`config.mk`:
```
export PLATFORM = sky130hd
export DESIGN_NAME = iir_biquad_sched
export DESIGN_NICKNAME = d
export VERILOG_FILES = /design/src/rtl/iir_pkg.sv /design/src/rtl/iir_mac.sv /design/src/rtl/iir_biquad_sched.sv
export SDC_FILE = /design/constraint.sdc
export NUM_CORES = 2
export LEC_CHECK = 0
export CAP_MARGIN = 5
export CORE_MARGIN = 1.5
export CORE_UTILIZATION = 40
export CTS_BUF_LIST = sky130_fd_sc_hd__clkbuf_2 sky130_fd_sc_hd__clkbuf_4 sky130_fd_sc_hd__clkbuf_8
export DETAILED_ROUTE_END_ITERATION = 16
export SLEW_MARGIN = 10
export SYNTH_ARGS = -nofsm -noshare
export SYNTH_HDL_FRONTEND = slang
export SYNTH_SLANG_ARGS = --single-unit
```
`constraint.sdc`:
```
create_clock -name clk -period 11.7 [get_ports clk]
set_clock_uncertainty 0.05 [all_clocks]
set_input_delay 2.34 -clock clk [delete_from_list [all_inputs] [get_ports clk]]
set_output_delay 2.34 -clock clk [all_outputs]
set_load 0.02 [all_outputs]
```
`src/rtl/iir_pkg.sv`:
```
`default_nettype none
// +--------------------------------------------------------------------+
// | iir_pkg                                                            |
// | Shared widths, tap/state encodings and default coefficients for    |
// | the time-multiplexed biquad scheduler.                             |
// | Revision: 1.0                                                      |
// +--------------------------------------------------------------------+
package iir_pkg;

  localparam int DATA_W = 18;
  localparam int COEF_W = 18;
  localparam int ACC_W  = 38;
  localparam int FRAC_W = 16;
  localparam int PROD_W = DATA_W + COEF_W;
  localparam int NTAP   = 5;

  typedef enum logic [2:0] {
    T_B0 = 3'd0,
    T_B1 = 3'd1,
    T_B2 = 3'd2,
    T_A1 = 3'd3,
    T_A2 = 3'd4
  } tap_e;

  typedef enum logic [1:0] {
    S_IDLE = 2'd0,
    S_MAC  = 2'd1,
    S_WB   = 2'd2
  } state_e;

  localparam int B0_DEFAULT = 38663;
  localparam int B1_DEFAULT = 63776;
  localparam int B2_DEFAULT = 38663;
  localparam int A1_DEFAULT = 105388;
  localparam int A2_DEFAULT = 64739;

endpackage
`default_nettype wire

```
`src/rtl/iir_mac.sv`:
```
`default_nettype none
// +--------------------------------------------------------------------+
// | iir_mac                                                            |
// | Shared 18x18 signed multiply with registered add/sub accumulate.   |
// | Revision: 1.0                                                      |
// +--------------------------------------------------------------------+
module iir_mac
  import iir_pkg::*;
(
  input  logic                     clk,
  input  logic                     rst,
  input  logic                     en,
  input  logic                     clr,
  input  logic                     sub,
  input  logic signed [COEF_W-1:0] coef,
  input  logic signed [DATA_W-1:0] data,
  output logic signed [ACC_W-1:0]  acc
);

  logic signed [PROD_W-1:0] w_prod;
  logic signed [ACC_W-1:0]  w_prod_ext;
  logic signed [ACC_W-1:0]  r_acc;

  assign w_prod = $signed({{(PROD_W-COEF_W){coef[COEF_W-1]}}, coef})
                * $signed({{(PROD_W-DATA_W){data[DATA_W-1]}}, data});
  assign w_prod_ext = $signed({{(ACC_W-PROD_W){w_prod[PROD_W-1]}}, w_prod});

  always_ff @(posedge clk or negedge rst) begin
    if (!rst) begin
      r_acc <= '0;
    end else if (clr) begin
      r_acc <= '0;
    end else if (en) begin
      r_acc <= sub ? (r_acc - w_prod_ext) : (r_acc + w_prod_ext);
    end
  end

  assign acc = r_acc;

endmodule
`default_nettype wire

```
`src/rtl/iir_biquad_sched.sv`:
```
`default_nettype none
// +--------------------------------------------------------------------+
// | iir_biquad_sched                                                   |
// | Cascade of NSEC DF-I biquads sharing one MAC; five taps/section.   |
// | Optional macro IIR_SCHED_SAT_EN: saturate instead of wrap on scale.|
// | Revision: 1.0                                                      |
// +--------------------------------------------------------------------+
module iir_biquad_sched
  import iir_pkg::*;
#(
  parameter int NSEC   = 2,
  parameter int B0_DEF = B0_DEFAULT,
  parameter int B1_DEF = B1_DEFAULT,
  parameter int B2_DEF = B2_DEFAULT,
  parameter int A1_DEF = A1_DEFAULT,
  parameter int A2_DEF = A2_DEFAULT
) (
  input  logic                     clk,
  input  logic                     rst,
  input  logic signed [DATA_W-1:0] din,
  input  logic                     din_valid,
  output logic                     din_ready,
  output logic signed [DATA_W-1:0] dout,
  output logic                     dout_valid,
  input  logic                     clr,
  input  logic                     cfg_we,
  input  logic [5:0]               cfg_addr,
  input  logic signed [COEF_W-1:0] cfg_wdata,
  output logic                     cfg_err,
  output logic                     busy
);

  localparam int NCOEF = NTAP * NSEC;
  localparam int SEC_W = (NSEC > 1) ? $clog2(NSEC) : 1;

  function automatic logic signed [COEF_W-1:0] def_coef(input int t);
    case (t)
      0:       return COEF_W'(B0_DEF);
      1:       return COEF_W'(B1_DEF);
      2:       return COEF_W'(B2_DEF);
      3:       return COEF_W'(A1_DEF);
      default: return COEF_W'(A2_DEF);
    endcase
  endfunction

  state_e                    r_state;
  tap_e                      r_tap;
  logic [SEC_W-1:0]          r_sec;
  logic signed [DATA_W-1:0]  r_xs;
  logic signed [COEF_W-1:0]  r_coef [NCOEF];
  logic signed [DATA_W-1:0]  r_x1 [NSEC];
  logic signed [DATA_W-1:0]  r_x2 [NSEC];
  logic signed [DATA_W-1:0]  r_y1 [NSEC];
  logic signed [DATA_W-1:0]  r_y2 [NSEC];

  logic                      w_accept;
  logic                      w_cfg_ok;
  logic                      w_clr_lines;
  logic [5:0]                w_cidx;
  logic signed [COEF_W-1:0]  w_coef;
  logic signed [DATA_W-1:0]  w_x1, w_x2, w_y1, w_y2, w_data;
  logic signed [ACC_W-1:0]   w_acc;
  logic signed [DATA_W-1:0]  w_y;

  assign din_ready   = (r_state == S_IDLE) && !clr;
  assign busy        = (r_state != S_IDLE);
  assign w_accept    = din_valid && din_ready;
  assign w_cfg_ok    = cfg_we && (r_state == S_IDLE) && (cfg_addr < 6'(NCOEF));
  assign w_clr_lines = clr && (r_state == S_IDLE);
  assign w_cidx      = 6'(r_sec) * 6'd5 + {3'b000, r_tap};

  always_comb begin
    w_x1   = '0;
    w_x2   = '0;
    w_y1   = '0;
    w_y2   = '0;
    w_coef = '0;
    for (int i = 0; i < NSEC; i++) begin
      if (r_sec == SEC_W'(i)) begin
        w_x1 = r_x1[i];
        w_x2 = r_x2[i];
        w_y1 = r_y1[i];
        w_y2 = r_y2[i];
      end
    end
    for (int i = 0; i < NCOEF; i++) begin
      if (w_cidx == 6'(i)) w_coef = r_coef[i];
    end
    case (r_tap)
      T_B0:    w_data = r_xs;
      T_B1:    w_data = w_x1;
      T_B2:    w_data = w_x2;
      T_A1:    w_data = w_y1;
      default: w_data = w_y2;
    endcase
  end

  // Accumulator is cleared in every non-MAC cycle, so each section starts from zero.
  iir_mac u_mac (
    .clk  (clk),
    .rst  (rst),
    .en   (r_state == S_MAC),
    .clr  (r_state != S_MAC),
    .sub  ((r_tap == T_A1) || (r_tap == T_A2)),
    .coef (w_coef),
    .data (w_data),
    .acc  (w_acc)
  );

`ifdef IIR_SCHED_SAT_EN
  logic signed [ACC_W-1:0] w_acc_sh;
  localparam logic signed [ACC_W-1:0] c_y_max = ACC_W'((1 <<< (DATA_W-1)) - 1);
  localparam logic signed [ACC_W-1:0] c_y_min = -c_y_max - ACC_W'(1);

  assign w_acc_sh = w_acc >>> FRAC_W;

  always_comb begin
    if (w_acc_sh > c_y_max)      w_y = {1'b0, {(DATA_W-1){1'b1}}};
    else if (w_acc_sh < c_y_min) w_y = {1'b1, {(DATA_W-1){1'b0}}};
    else                         w_y = w_acc_sh[DATA_W-1:0];
  end
`else
  logic w_unused_acc;
  assign w_unused_acc = ^{w_acc[ACC_W-1:FRAC_W+DATA_W], w_acc[FRAC_W-1:0]};
  assign w_y = w_acc[FRAC_W+DATA_W-1:FRAC_W];
`endif

  always_ff @(posedge clk or negedge rst) begin
    if (!rst) begin
      r_state    <= S_IDLE;
      r_tap      <= T_B0;
      r_sec      <= '0;
      r_xs       <= '0;
      dout       <= '0;
      dout_valid <= 1'b0;
      cfg_err    <= 1'b0;
    end else begin
      dout_valid <= 1'b0;
      cfg_err    <= cfg_we && !w_cfg_ok;
      case (r_state)
        S_IDLE: begin
          if (w_accept) begin
            r_xs    <= din;
            r_sec   <= '0;
            r_tap   <= T_B0;
            r_state <= S_MAC;
          end
        end
        S_MAC: begin
          if (r_tap == T_A2) r_state <= S_WB;
          else               r_tap   <= tap_e'(r_tap + 3'd1);
        end
        S_WB: begin
          r_tap <= T_B0;
          if (r_sec != SEC_W'(NSEC-1)) begin
            r_xs    <= w_y;
            r_sec   <= r_sec + SEC_W'(1);
            r_state <= S_MAC;
          end else begin
            dout       <= w_y;
            dout_valid <= 1'b1;
            r_state    <= S_IDLE;
          end
        end
        default: r_state <= S_IDLE;
      endcase
    end
  end

  always_ff @(posedge clk or negedge rst) begin
    if (!rst) begin
      for (int i = 0; i < NSEC; i++) begin
        r_x1[i] <= '0;
        r_x2[i] <= '0;
        r_y1[i] <= '0;
        r_y2[i] <= '0;
      end
    end else begin
      for (int i = 0; i < NSEC; i++) begin
        if (w_clr_lines) begin
          r_x1[i] <= '0;
          r_x2[i] <= '0;
          r_y1[i] <= '0;
          r_y2[i] <= '0;
        end else if ((r_state == S_WB) && (r_sec == SEC_W'(i))) begin
          r_x2[i] <= r_x1[i];
          r_x1[i] <= r_xs;
          r_y2[i] <= r_y1[i];
          r_y1[i] <= w_y;
        end
      end
    end
  end

  // A write landing on the accept edge is visible to that sample's first tap.
  always_ff @(posedge clk or negedge rst) begin
    if (!rst) begin
      for (int i = 0; i < NCOEF; i++) r_coef[i] <= def_coef(i % NTAP);
    end else if (w_cfg_ok) begin
      for (int i = 0; i < NCOEF; i++) begin
        if (cfg_addr == 6'(i)) r_coef[i] <= cfg_wdata;
      end
    end
  end

endmodule
`default_nettype wire

```
==> qor.txt <==
Slew @ Worst Pin = 1190 ps
top cell type's share of synthesized area = 24.2%
TritonCTS clock tree = yes
Worst setup SP type = flop
Worst-Skew Late Latency = 690 ps
WL per Instance = 19.4 um
Post-synth EDFFs = 0
Avg Synthesized Cell Area = 9.75 um2
Core Rows = 104
register area = 10200 um2
Yosys reg bits = 402
worst hold margin = 422 ps
antenna viol nets, final = 0
asr flop ratio synth = 100%
placed insts = 4370
crit path max fanout = 18
initial core utilization = 40.3%
Hold WC Path Type = reg -> reg
largest net degree at the start of global routing = 129
die height = 288 um
synth top area cells = dfrtp_1 24%, fa_1 20%, mux2_2 7.9%
Finished Layout Cells = 4498
critical path capture point type = flop
Warnings, synthesis = 0
WP data required = 12250 ps
Final Worst Setup Slack = 518 ps
Data arrival, critical path = 11730 ps
vias after detailed routing = 23900
Slew headroom = 20.7%
DIE WIDTH = 288 um
Yosys top cell by area = dfrtp_1
status = completed
register area share after synthesis = 31.4%
routability-driven placement congestion ratio = 0.876
final hold violations = 0
syn_nets = 3820
IO buf count = 68
Most Frequent Cell on Critical Path = fa_1
Routed WL = 87.5 mm
root buffer cell = clkbuf_8
Syn Inst Count = 3324
Synth cell types = 90
dpl hpwl = 64.2 mm
H-tree Lvls = 3
Synth top cells by count = 568 x nand2_1, 385 x inv_1, 316 x fa_1, 314 x dfrtp_1, 227 x mux2_2
Placement Setup Slack = 432 ps
most frequent cell after synthesis = nand2_1
cts bufs inserted = 70
slowest CP cell = or4_4
Vias per Instance = 5.31
number of fill cells in the layout = 7819
Net count, final = 3886
Post-synth top flop = dfrtp_1
Final period util = 95.6%
CTS sink cnt = 402
DRC viols = 0
Final min period = 11180 ps
detailed-router iteration count before antenna repair = 5
fin. max-slew vios = 0
initial antenna violation count = 2
maximum clock path buffer count = 3
first-pass GRT wire length = 142 mm
core area = 80400 um2
vias in the first global route = 25000
Multi-input gate area = 20300 um2
Iter 0 DRT Violations = 1807
Congestion Overflow GR = 0
Layout area overhead = 11.7%
Die ar. = 82800 um2
fmax = 89.4 MHz
Post-CTS Hold Buffers = 0
clk slew on worst S/H paths = 70 ps
layout cells sized above 1 = 18.2%
IO Count = 69
slowest stage delay, CP = 590 ps
global-route usage over all layers = 22.0%
# Max-Cap Violations = 0
Setup CP Type = reg -> reg
cell area after synthesis = 32400 um2
Setup violations, final = 0
==> cell families (layout without fill, tap and decap cells) <==
logic type | after synthesis | count (layout) | synth area share [%]
fa+ha+maj | 449 | 449 | 24.6
xor+xnor | 98 | 98 | 2.71
compound gates | 497 | 497 | 9.99
other cells | 0 | 2 | 0
mux | 322 | 322 | 11.5
flops | 402 | 402 | 31.4
simple gates | 995 | 995 | 13.2
buf+inv | 561 | 673 | 6.60
==> sequential cells by signal, summed over array words and instances (netlist names), 18 cells and up <==
name / flops
r_y2: 36
r_xs: 18
r_x1: 36
u_mac.acc: 34
dout: 18
r_y1: 36
r_coef: 180
r_x2: 36
==> area by class of cell <==
| class | count | share of cell area [%] |
|---|---|---|
| timing repair buffer | 167 | 4.13 |
| multi-input combinational | 2361 | 56.0 |
| antenna | 2 | 0.0138 |
| sequential | 402 | 28.1 |
| tap | 1060 | 3.66 |
| clock inverter | 21 | 0.643 |
| clock buffer | 97 | 3.39 |
| inverter | 388 | 4.02 |
==> placed cells by master, fill, tap and decap left out, drive strengths merged, types with 27 or more instances in the layout <==
cell type      Yosys  routed
a21o              29      29
a21oi            216     216
a22o              27      27
and2              50      50
buf               48      99
clkbuf           125      98
clkdlybuf4s50      0      67
dfrtp            314     314
dfstp             88      88
fa               316     316
ha               133     133
inv              385     391
mux2             228     228
mux2i             77      77
nand2            568     568
nand2b            36      36
nor2             212     212
nor2b             35      35
o21ai             88      88
xnor2             52      52
xor2              45      45
==> per-stage QoR <==
step / setup TNS [ps] / area (um2) / utilization, %
after floorplan: 0 / 32400 / -
after global placement: 0 / 34500 / 42.9
after detailed placement: 0 / 34500 / 42.9
after CTS: 0 / 36000 / 44.8
after global routing: -5.47 / 36200 / 45.0
final: 0 / 36200 / 45.0
==> path summary, 6_finish.rpt <==
path / end / start / cells after the start / slack (ps)
setup reg to reg: u_mac.acc[33] / r_sec / 44 / 520
hold / removal: dout[17] / dout[17] / 2 / 420
setup / recovery: u_mac.acc[33] / r_sec / 44 / 520
max in group asynchronous: r_y1[16] / rst / 3 / 7290
min in group asynchronous: r_coef[173] / rst / 1 / 1690
hold reg to reg: dout[17] / dout[17] / 2 / 420
==> critical path: cells and delay by family, from the launching register on <==
family          cells  cell delay, ps
simple gates        8            1990
buf+inv             7             980
compound gates     15            2760
flops               1             510
xor+xnor            3             570
mux                 1             180
fa+ha+maj          10            4010
==> repair_timing <==
action,4_1_cts,5_1_grt
buffers inserted,0,7
resized for setup,0,36
setup endpoints to repair,0,4
==> metal layers <==
metal,wire (um),vias up,track usage [%]
met5,0,-,0
met4,2970,0,7.76
met3,4670,163,3.76
met2,40000,584,34.3
met1,39800,12200,30.9
li1,-,11000,-
Power is not shown: default switching activity piles up to over one toggle a cycle in this logic, so the estimate is an artifact.
